===== config.mk =====
export PLATFORM = sky130hd
export DESIGN_NAME = serial_operand_loader
export DESIGN_NICKNAME = d
export VERILOG_FILES = /design/src/rtl/serial_operand_loader.sv
export SDC_FILE = /design/constraint.sdc
export NUM_CORES = 1
export LEC_CHECK = 0
export CELL_PAD_IN_SITES_DETAIL_PLACEMENT = 1
export CELL_PAD_IN_SITES_GLOBAL_PLACEMENT = 2
export CORE_ASPECT_RATIO = 1.4
export CORE_MARGIN = 3
export CORE_UTILIZATION = 41
export DETAILED_ROUTE_END_ITERATION = 10
export DONT_BUFFER_PORTS = 1
export GPL_TIMING_DRIVEN = 1
export PLACE_DENSITY = 0.83
export SYNTH_ARGS = -nofsm -noshare
export SYNTH_HDL_FRONTEND = slang
export SYNTH_SLANG_ARGS = --single-unit

===== constraint.sdc =====
create_clock -name clk -period 8.9 [get_ports clk]
set_input_delay 0.445 -clock clk [delete_from_list [all_inputs] [get_ports clk]]
set_output_delay 0.445 -clock clk [all_outputs]
set_load 0.01 [all_outputs]

===== src/rtl/serial_operand_loader.sv =====
// Serial byte stream to operand memory loader.
// Packs bytes into memory words and publishes operand 0 per frame.
module serial_operand_loader #(
  parameter int N         = 64,
  parameter int DBITS     = 64,
  parameter int ABITS     = 8,
  parameter int NUM_OPS   = 2,
  parameter int BASE_ADDR = 0,
  parameter int MSB_FIRST = 1,
  parameter int TIMEOUT   = 1024
) (
  input  logic                 clk,
  input  logic                 rst,
  input  logic                 rx_valid,
  input  logic [7:0]           rx_byte,
  output logic                 rx_ready,
  output logic [ABITS-1:0]     wr_addr,
  output logic [DBITS-1:0]     wr_data,
  output logic                 wr_en,
  output logic [N-1:0]         tx_e,
  output logic [$clog2(N)-1:0] tx_e_idx,
  output logic                 tx_valid,
  output logic                 tx_err
);

  localparam int IW  = $clog2(N);
  localparam int BPW = DBITS / 8;
  localparam int WPO = N / DBITS;
  localparam int BW  = (BPW > 1) ? $clog2(BPW) : 1;
  localparam int WW  = (WPO > 1) ? $clog2(WPO) : 1;
  localparam int OW  = (NUM_OPS > 1) ? $clog2(NUM_OPS) : 1;
  localparam int TW  = $clog2(TIMEOUT);

  localparam logic [BW-1:0] LAST_B = BW'(BPW - 1);
  localparam logic [WW-1:0] LAST_W = WW'(WPO - 1);
  localparam logic [OW-1:0] LAST_O = OW'(NUM_OPS - 1);
  localparam logic [TW-1:0] LAST_T = TW'(TIMEOUT - 1);

  localparam logic [1:0] IDLE = 2'd0;
  localparam logic [1:0] RECV = 2'd1;
  localparam logic [1:0] DONE = 2'd2;
  localparam logic [1:0] ERR  = 2'd3;

  logic [1:0]       state;
  logic [BW-1:0]    b_cnt;
  logic [WW-1:0]    w_cnt;
  logic [OW-1:0]    o_cnt;
  logic [TW-1:0]    idle_cnt;
  logic [DBITS-1:0] word;
  logic [N-1:0]     shadow;

  logic             accept;
  logic             word_end;
  logic             op_end;
  logic             frame_end;
  logic             timeout;
  logic [WW-1:0]    w_idx;
  logic [DBITS-1:0] word_nx;
  logic [N-1:0]     shadow_nx;
  logic [ABITS-1:0] addr_nx;
  logic [IW-1:0]    hi_idx;

  assign rx_ready  = (state == IDLE) || (state == RECV);
  assign accept    = rx_valid && rx_ready;
  assign word_end  = accept && (b_cnt == LAST_B);
  assign op_end    = word_end && (w_cnt == LAST_W);
  assign frame_end = op_end && (o_cnt == LAST_O);
  assign timeout   = (state == RECV) && !accept && (idle_cnt == LAST_T);

  // Byte order decides both the shift direction and the word walk order.
  always_comb begin
    if (MSB_FIRST != 0) begin
      word_nx   = (word << 8) | DBITS'(rx_byte);
      shadow_nx = (shadow << 8) | N'(rx_byte);
      w_idx     = LAST_W - w_cnt;
    end else begin
      word_nx   = (word >> 8) | (DBITS'(rx_byte) << (DBITS - 8));
      shadow_nx = (shadow >> 8) | (N'(rx_byte) << (N - 8));
      w_idx     = w_cnt;
    end
  end

  assign addr_nx = ABITS'(BASE_ADDR)
                 + ABITS'(o_cnt) * ABITS'(WPO)
                 + ABITS'(w_idx);

  always_comb begin
    hi_idx = '0;
    for (int i = 0; i < N; i++) begin
      if (shadow[i]) hi_idx = IW'(i);
    end
  end

  always_ff @(posedge clk or posedge rst) begin
    if (rst) begin
      state    <= IDLE;
      b_cnt    <= '0;
      w_cnt    <= '0;
      o_cnt    <= '0;
      idle_cnt <= '0;
      word     <= '0;
      shadow   <= '0;
      wr_addr  <= '0;
      wr_data  <= '0;
      wr_en    <= 1'b0;
      tx_e     <= '0;
      tx_e_idx <= '0;
      tx_valid <= 1'b0;
      tx_err   <= 1'b0;
    end else begin
      wr_en    <= 1'b0;
      tx_valid <= 1'b0;
      tx_err   <= 1'b0;
      unique case (state)
        IDLE, RECV: begin
          if (accept) begin
            word     <= word_nx;
            idle_cnt <= '0;
            if (o_cnt == '0) shadow <= shadow_nx;
            b_cnt <= word_end ? '0 : b_cnt + 1'b1;
            if (op_end) w_cnt <= '0;
            else if (word_end) w_cnt <= w_cnt + 1'b1;
            if (frame_end) o_cnt <= '0;
            else if (op_end) o_cnt <= o_cnt + 1'b1;
            if (word_end) begin
              wr_en   <= 1'b1;
              wr_addr <= addr_nx;
              wr_data <= word_nx;
            end
            state <= frame_end ? DONE : RECV;
          end else if (timeout) begin
            // Drop the partial word; words already written stay as is.
            state    <= ERR;
            tx_err   <= 1'b1;
            b_cnt    <= '0;
            w_cnt    <= '0;
            o_cnt    <= '0;
            idle_cnt <= '0;
            word     <= '0;
          end else if (state == RECV) begin
            idle_cnt <= idle_cnt + 1'b1;
          end
        end
        DONE: begin
          tx_e     <= shadow;
          tx_e_idx <= hi_idx;
          tx_valid <= 1'b1;
          state    <= IDLE;
        end
        ERR: begin
          state <= IDLE;
        end
      endcase
    end
  end

endmodule


==> results of run 1 <==
sequential cells by signal, indices dropped and copies added, names as in the netlist, 3 cells and up:
register / count
tx_e: 64
tx_e_idx: 6
b_cnt: 3
word: 56
wr_data: 64
shadow: 64
idle_cnt: 10
synth_stat cells (all sizes together), types with 2 or more instances:
library cell	number
a221o	3
dfrtp	276
buf	21
a41oi	3
nor2	42
nand4	4
nand2b	5
o21bai	5
a21oi	11
mux2	121
nor4	12
ha	4
nor3	13
o31ai	2
o21ai	91
a31oi	3
nor2b	4
o211ai	4
xor2	6
nand2	307
nand3	15
or2	3
or3	3
and3	3
or4	5
o41ai	3
inv	15
clkbuf	32
per-layer routing:
layer | up-vias | GRT usage (%) | part of all wire (%)
li1 | 3460 | - | -
met1 | 3846 | 22.35 | 41
met2 | 147 | 32.62 | 51
met3 | 41 | 4.306 | 5.7
met4 | 0 | 4.175 | 2.1
met5 | - | 0 | 0
final timing paths:
kind                            startpoint     endpoint  slack, ns  depth (start not counted)
worst max-delay path              state[1]   shadow[26]       6.39                          6
worst min-delay path                   rst     tx_e[63]      -0.01                          1
worst max register to register    state[1]   shadow[26]       6.39                          6
worst min register to register    word[48]  wr_data[56]       0.50                          1
max in group asynchronous              rst   shadow[45]       7.41                          2
min in group clk                rx_byte[4]      word[4]       0.04                          2
layout make-up:
| type | count | area [µm²] | share of cell area [%] |
|---|---|---|---|
| clock buffer | 43 | 855.8 | 6.850 |
| clock inverter | 2 | 60.06 | 0.4807 |
| inverter | 16 | 67.56 | 0.5408 |
| multi-input combinational | 696 | 4079 | 32.65 |
| sequential | 276 | 6907 | 55.28 |
| tap | 365 | 456.7 | 3.655 |
| timing repair buffer | 9 | 67.56 | 0.5408 |
report_power, final:
part           internal (mW)  leakage, nW  switching (mW)  total (mW)
Sequential              1.58         3.60           0.480        2.06
Combinational          0.338         1.82           0.287       0.626
Clock                  0.708        0.452           0.458        1.17
Total                   2.62         5.87            1.22        3.85
layout by cell type (no fill, tap or decap), types with 5 or more instances in the layout:
master,count
xor2_1,6
nand3_1,15
nor2_1,40
clkbuf_8,12
o21ai_0,90
nor3_1,12
clkbuf_16,27
conb_1,6
a21oi_1,11
dfrtp_1,276
o21bai_1,5
buf_4,9
mux2_2,121
nor4_1,12
nand2_1,305
inv_1,13
worst register-to-register path: stages, from the launching register on:
cell	delay (ns)
dfrtp_1	0.46
inv_1	0.21
nand2_2	0.06
buf_4	0.34
nor2_4	0.17
buf_4	0.70
mux2_2	0.46
kinds of logic after synthesis:
logic type               count (synthesis)
AND/OR/NAND/NOR                        419
flip-flops                             276
AO/OA/AOI/OAI                          139
multiplexers                           122
buffers and inverters                   69
XOR/XNOR                                 6
adder cells (fa/ha/maj)                  4
other                                    1
==> results.py, run 1 <==
metrics = {
    "yosys": {
        "yosysWarnings": 0,
        "synth_top_family_by_area": "simple AND/OR/NAND/NOR gates",
        "synth_top_area_share_pct": 61.44,
        "async_flop_share_pct": 100.0,
        "ys_seq_area_share_pct": 61.44,
        "synth-edff-count": 0,
        "synth-compound-area-share_pct": 7.268,
        "ys_types": 57,
        "synth_largest_area_cell": "dfrtp_1",
        "yosys-mux-area-fraction_pct": 12.21,
        "synthAdderAreaFrac_pct": 0.4452,
        "synth-simple-area-share_pct": 15.46,
        "synth_xor_xnor_area_share_pct": 0.4675,
        "netlist_area_mm2": 0.01124,
        "ys_ff_latch": 276,
        "synth_area_leaders": "dfrtp_1 (61%), mux2_2 (12%), nand2_1 (10%)",
        "syn_area_per_cell_um2": 10.85,
        "syn_inst": 1036,
        "synth_top_flop_cell": "dfrtp_1",
    },
    "drt": {
        "ant_nets": 0,
        "wirelength_um": 26870,
        "first_iter_violations": 378,
        "viasPerCell": 5.326,
        "firstDrtPassIters": 4,
        "drcViolationCount": 0,
        "num_vias": 7494,
        "wl_per_cell_um": 19.10,
    },
    "finish": {
        "area_growth_pct": 11.14,
        "design_area_mm2": 0.01249,
        "final_util_pct": 46.41,
        "drive_gt1_share_pct": 17.75,
        "antenna_cells": 0,
        "layout.cells.non_filler": 1407,
        "fillCellCount": 2912,
        "nNetsFinal": 1041,
    },
    "sta": {
        "hold_ws_ns": -0.01314,
        "hold_viol": 6,
        "setup_viol": 0,
        "setup_slack_ns": 6.388,
        "fin_skew_ns": 0.01417,
        "worst_slew_pin_slew_ns": 0.9076,
        "slew_headroom_pct": 39.49,
        "min_period_over_period_pct": 28.23,
        "period_minus_slack_ns": 2.512,
        "fmax_mhz": 398.1,
        "drv_slew": 0,
        "rsz0062_at_grt": "no",
        "tns_ns": 0,
    },
    "setup_path": {
        "crit_fanout": 73,
        "worst-path-buf-inv": 3,
        "cp_slowest_stage_delay_ns": 0.70,
        "crit_required_ns": 9.31,
        "crit_slowest_cell": "buf_4",
        "end_kind": "flip-flop",
        "arrival_ns": 2.92,
        "cp-start-kind": "flip-flop",
        "path_class": "reg2reg",
        "critPathMostFrequentCell": "buf_4",
        "crit_chain": "inv_1 -> nand2_2 -> buf_4 -> nor2_4 -> buf_4 -> mux2_2",
        "cpLargestDelayFamily": "buffers and inverters",
    },
    "power_and_ir_drop": {
        "power_mw": 3.846,
        "ir_drop_uv": 165.9,
        "leakagePower_nw": 5.865,
        "power.density_mw_per_mm2": 307.9,
    },
    "job": {
        "maxCapViolations": 0,
    },
    "clock_tree": {
        "root_buffer": "clkbuf_16",
        "clkTransAtPathRegs_ns": 0.06,
        "htreeDepth": 1,
        "cts_tree": "built",
        "numCtsBuffers": 27,
        "cts_sinks": 276,
        "clk_latency_ns": 0.53,
        "post_cts_resized": 0,
        "cts_setup_buffers": 0,
        "cts_hold_buf": 0,
        "cts_buffer_depth": 3,
    },
    "outcome": {
        "violations": "negative hold slack",
        "status": "finished, violations left",
    },
    "placement": {
        "portBuffers": 0,
        "dpl-instance-area_mm2": 0.01158,
        "pre_cts_ws_ns": 6.394,
        "gp_congestion": 0.7708,
        "dp_cells": 1362,
        "hpwl_um": 17610,
    },
    "die": {
        "initial_core_util_pct": 41.76,
        "die_h_um": 201.9,
        "die_w_um": 145.9,
        "core_area_mm2": 0.02692,
        "die_area_mm2": 0.02947,
        "rows": 71,
        "boundaryPins": 157,
    },
    "grt": {
        "grt_usage_pct": 18.22,
        "grt_pass1_wl_um": 44360,
        "antenna_found_initial": 0,
        "grt_max_degree": 135,
        "first_global_vias": 7996,
        "grt_overflow": 0,
    },
    "hold_path": {
        "hold_path.class": "in2async",
    },
}
Power figures use the tool's default switching activity.
==> run 2, diff against run 1 <==
clock period = 2.6 ns   (was 8.9 ns; I/O delays follow)
==> results.py, run 2 (synthesized netlist as in run 1, its figures left out) <==
metrics = {
    "clock_tree": {
        "post_cts_resized": 0,
        "cts_tree": "built",
        "cts_buffer_depth": 3,
        "root_buffer": "clkbuf_16",
        "clk_latency_ns": 0.55,
        "clkTransAtPathRegs_ns": 0.06,
        "htreeDepth": 1,
        "cts_sinks": 276,
        "numCtsBuffers": 28,
    },
    "sta": {
        "min_period_over_period_pct": 83.16,
        "fin_skew_ns": 0.007782,
        "setup_slack_ns": 0.4379,
        "period_minus_slack_ns": 2.162,
        "hold_viol": 0,
        "hold_ws_ns": 0.03955,
        "setup_viol": 0,
        "slew_headroom_pct": 39.08,
        "fmax_mhz": 462.5,
        "rsz0062_at_grt": "no",
        "worst_slew_pin_slew_ns": 0.9119,
        "drv_slew": 0,
    },
    "finish": {
        "drive_gt1_share_pct": 18.95,
        "antenna_cells": 0,
        "final_cell_mix": "nand2_1 (305), dfrtp_1 (276), mux2_2 (121)",
        "reg_top3": "shadow (64), tx_e (64), wr_data (64)",
        "final_common_cell": "nand2_1",
        "area_growth_pct": 14.08,
        "nNetsFinal": 1067,
    },
    "grt": {
        "grt_pass1_wl_um": 46520,
        "grt_usage_pct": 19.32,
        "antenna_found_initial": 0,
        "grt_max_degree": 74,
        "grt_overflow": 0,
        "first_global_vias": 8208,
    },
    "die": {
        "die_w_um": 145.9,
        "rows": 71,
        "die_h_um": 201.9,
        "die_area_mm2": 0.02947,
        "core_area_mm2": 0.02692,
        "initial_core_util_pct": 41.76,
        "boundaryPins": 157,
    },
    "placement": {
        "pre_cts_ws_ns": 0.4092,
        "hpwl_um": 19360,
        "gp_congestion": 0.8059,
        "portBuffers": 0,
    },
    "drt": {
        "drcViolationCount": 0,
        "ant_nets": 0,
        "viasPerCell": 5.308,
        "first_iter_violations": 251,
        "num_vias": 7623,
        "firstDrtPassIters": 4,
        "wirelength_um": 28380,
        "wl_per_cell_um": 19.77,
    },
    "setup_path": {
        "end_kind": "flip-flop",
        "cp-start-kind": "flip-flop",
        "arrival_ns": 2.59,
        "crit_required_ns": 3.03,
        "crit_fanout": 26,
        "path_class": "reg2reg",
    },
    "power_and_ir_drop": {
        "power_mw": 13.43,
        "leakagePower_nw": 6.022,
        "power.density_mw_per_mm2": 1047,
        "ir_drop_uv": 543.1,
    },
    "job": {
        "maxCapViolations": 0,
    },
    "hold_path": {
        "hold_path.class": "in2reg",
    },
    "outcome": {
        "status": "complete, no violations",
    },
}
run 2: cell count changes in the layout (fill, tap and decap cells not counted), sizes merged:
| cell | previous run | this run |
|---|---|---|
| clkbuf | 43 | 40 |
| buf | 9 | 24 |
| clkinv | 1 | 6 |
| inv | 15 | 14 |
| clkinvlp | 0 | 2 |
| dlygate4sd3 | 0 | 10 |
| bufinv | 2 | 3 |
run 2: per-stage QoR:
stage | std cells | TNS (ns) | area (µm²) | utilization (%)
final | 1436 | 0 | 12820 | 47.64
after global routing | 1436 | 0 | 12820 | 47.64
after CTS | 1436 | 0 | 12820 | 47.64
after detailed placement | 1377 | 0 | 11770 | 43.74
after global placement | 1377 | 0 | 11770 | 43.74
after floorplan | 1041 | -326.06 | 11260 | -
run 2: cell type report:
type,instances,area (µm²)
timing repair buffer,34,367.9
clock buffer,40,827.0
tap,365,456.7
multi-input combinational,696,4079
inverter,16,63.81
sequential,276,6907
clock inverter,9,122.6
fill,2931,14090
run 2: critical path: stages (launching register included):
cell and delay, ns:
dfrtp_1 0.37, ha_1 0.17, ha_1 0.23, nand2_2 0.26
inv_2 0.24, buf_4 0.36, mux2_2 0.39
run 2: per-layer routing:
metal | track usage (%) | wire [µm] | vias up
li1 | - | - | 3521
met4 | 5.838 | 675 | 0
met5 | 0 | 0 | -
met1 | 23.05 | 11400 | 3915
met3 | 4.553 | 1574 | 38
met2 | 34.60 | 14740 | 149
run 2: path summary, 6_finish.rpt:
check / start / end / slack [ns] / cells past startpoint
max: b_cnt[0] / wr_data[26] / 0.44 / 6
min reg2reg: word[39] / word[47] / 0.51 / 2
min in group asynchronous: rst / shadow[63] / 0.26 / 2
min: rx_valid / idle_cnt[2] / 0.04 / 4
max in group asynchronous: rst / tx_e[19] / 1.58 / 3
max reg2reg: b_cnt[0] / wr_data[26] / 0.44 / 6
run 2: repair_timing:
item,4_1_cts,5_1_grt
hold buffers,10,0
buffers inserted,0,0
endpoints found under the setup margin,0,0
endpoints found under the hold margin,52,0
run 2: power by group:
group / internal (mW) / switching, mW
clock network: 2.49 / 1.65
registers: 5.39 / 1.64
logic: 1.22 / 1.04
total: 9.11 / 4.33
==> run 3, diff against run 2 <==
ABC_AREA = 1   (was not set)
CORE_UTILIZATION = 36   (was 41)
PLACE_DENSITY = 0.79   (was 0.83)
clock period = 1.8 ns   (was 2.6 ns; I/O delays follow)
==> results.py, run 3 <==
metrics = {
    "outcome": {
        "status": "finished, violations left",
        "violations": "negative setup slack",
    },
    "finish": {
        "reg_top3": "shadow (64), tx_e (64), wr_data (64)",
        "nNetsFinal": 1298,
        "antenna_cells": 0,
        "area_growth_pct": 31.97,
        "final_util_pct": 48.70,
        "final_common_cell": "nand2_1",
        "design_area_mm2": 0.01472,
        "final_cell_mix": "nand2_1 (279), dfrtp_1 (275), buf_4 (117)",
        "drive_gt1_share_pct": 27.89,
        "layout.cells.non_filler": 1690,
    },
    "sta": {
        "setup_viol": 69,
        "drv_slew": 0,
        "min_period_over_period_pct": 202.3,
        "setup_slack_ns": -1.841,
        "tns_ns": -14.31,
        "fin_skew_ns": 0.01104,
        "period_minus_slack_ns": 3.641,
        "rsz0062_at_grt": "yes",
        "fmax_mhz": 274.6,
        "worst_slew_pin_slew_ns": 1.060,
        "slew_headroom_pct": 29.35,
        "hold_ws_ns": 0.08653,
        "hold_viol": 0,
    },
    "die": {
        "rows": 75,
        "core_area_mm2": 0.03022,
        "die_w_um": 154.7,
        "die_h_um": 214.2,
        "initial_core_util_pct": 36.90,
        "boundaryPins": 157,
        "die_area_mm2": 0.03315,
    },
    "grt": {
        "grt_overflow": 0,
        "first_global_vias": 9366,
        "antenna_found_initial": 1,
        "grt_pass1_wl_um": 51450,
        "grt_max_degree": 89,
        "grt_usage_pct": 19.19,
    },
    "power_and_ir_drop": {
        "leakagePower_nw": 7.020,
        "power_mw": 27.00,
        "power.density_mw_per_mm2": 1835,
        "ir_drop_uv": 1024,
    },
    "yosys": {
        "async_flop_share_pct": 100.0,
        "yosys-mux-area-fraction_pct": 0,
        "ys_top_cells_by_count": "nand2_1 (294), dfrtp_1 (276), o21ai_0 (109)",
        "syn_inst": 1143,
        "yosysWarnings": 0,
        "synth_xor_xnor_area_share_pct": 0.1571,
        "synth_area_leaders": "dfrtp_1 (62%), nand2_1 (9.9%), o21ai_0 (4.9%)",
        "synth-compound-area-share_pct": 13.49,
        "synthAdderAreaFrac_pct": 0.4488,
        "synth_top_family_by_area": "compound AO/OA/AOI/OAI gates",
        "netlist_area_mm2": 0.01115,
        "synth_top_area_share_pct": 61.94,
        "synth_top_flop_cell": "dfrtp_1",
        "synth_largest_area_cell": "dfrtp_1",
        "syn_area_per_cell_um2": 9.756,
        "synth-simple-area-share_pct": 13.26,
        "ys_ff_latch": 276,
        "synth-edff-count": 0,
        "ys_seq_area_share_pct": 61.94,
        "ys_types": 36,
        "synthMostInstantiatedCell": "nand2_1",
    },
    "setup_path": {
        "cp_slowest_stage_delay_ns": 0.40,
        "arrival_ns": 4.13,
        "cp-start-kind": "flip-flop",
        "crit_required_ns": 2.29,
        "reg2reg_to": "tx_e_idx[0]",
        "path_class": "reg2reg",
        "r2r_cells": 63,
        "timing.rr.start": "shadow[2]",
        "reg2reg_setup_slack_ns": -1.84,
        "crit_fanout": 2,
        "end_kind": "flip-flop",
        "crit_slowest_cell": "dfrtp_1",
        "critPathMostFrequentCell": "nand2_1",
    },
    "clock_tree": {
        "cts_buffer_depth": 3,
        "clk_latency_ns": 0.55,
        "clkTransAtPathRegs_ns": 0.06,
        "cts_sinks": 276,
        "htreeDepth": 1,
        "numCtsBuffers": 28,
        "root_buffer": "clkbuf_16",
        "cts_tree": "built",
    },
    "hold_path": {
        "hold_path.class": "in2async",
    },
    "placement": {
        "dpl-instance-area_mm2": 0.01248,
        "pre_cts_ws_ns": -1.796,
        "dp_cells": 1590,
        "gp_congestion": 0.7960,
        "portBuffers": 0,
        "hpwl_um": 21230,
    },
    "drt": {
        "drcViolationCount": 0,
        "ant_nets": 0,
        "first_iter_violations": 265,
        "firstDrtPassIters": 6,
        "num_vias": 8425,
        "wirelength_um": 32560,
        "wl_per_cell_um": 19.27,
        "viasPerCell": 4.985,
    },
    "job": {
        "maxCapViolations": 0,
    },
}
==> run 3: cell count changes in the layout (fill, tap and decap cells not counted), sizes merged, moves of 14 or more <==
cell    delta
nor2      -15
o22ai     +57
o21ai    +107
inv      +112
nand3     +14
bufinv    +27
buf      +127
mux2     -121
==> run 3: worst max-delay path by stage <==
stage               from          end  slack [ns]
4_1_cts        shadow[2]  tx_e_idx[0]       -1.87
5_1_grt        shadow[2]  tx_e_idx[0]       -2.56
2_1_floorplan        rst     b_cnt[0]       -1.94
3_3_place_gp   shadow[2]  tx_e_idx[0]       -1.78
6_report       shadow[2]  tx_e_idx[0]       -1.84
3_5_place_dp   shadow[2]  tx_e_idx[0]       -1.80
==> run 3: what timing repair did <==
item | CTS | global route
setup endpoints to repair | 73 | 126
pin swaps | 11 | 16
hold buffers | 10 | 0
cloned | 7 | 2
setup buffers | 20 | 16
resized for setup | 46 | 121
hold endpoints to repair | 313 | 0
==> run 3: where the power goes <==
| part | switching, mW | internal [mW] | leakage [nW] |
|---|---|---|---|
| clock network | 2.50 | 3.62 | 0.465 |
| registers | 2.47 | 8.72 | 3.53 |
| logic | 5.02 | 4.67 | 3.02 |
| total | 10.0 | 17.0 | 7.02 |
==> run 3: area by class of cell <==
type / instances / area (µm²)
Clock buffer: 44 / 832.0
Inverter: 153 / 963.4
Sequential cell: 276 / 6908
Multi-Input combinational cell: 660 / 3794
Tap cell: 385 / 481.7
Timing Repair inverter: 1 / 11.26
Fill cell: 3353 / 15500
Timing Repair Buffer: 163 / 1597
Clock inverter: 8 / 128.9
==> run 3: cells by family (layout without fill, tap and decap cells) <==
family	Yosys count	count (layout)
other	1	6
AOI/OAI and AO/OA	278	278
and+or+nand+nor	370	370
xor gates and xnor gates	2	2
buffers and inverters	212	369
adders and majority gates	4	4
DFF	276	276
==> run 3: critical path, delay by kind of cell (launching register included) <==
family | cells | cell delay [ns]
and+or+nand+nor | 62 | 3.10
buffers and inverters | 1 | 0.07
DFF | 1 | 0.40
==> run 3: routing by layer <==
metal	vias up	wire, µm	track usage [%]
met2	162	17750	36.25
met1	4218	12090	21.33
li1	3982	-	-
met5	-	7	0
met4	2	964	5.508
met3	61	1754	4.260
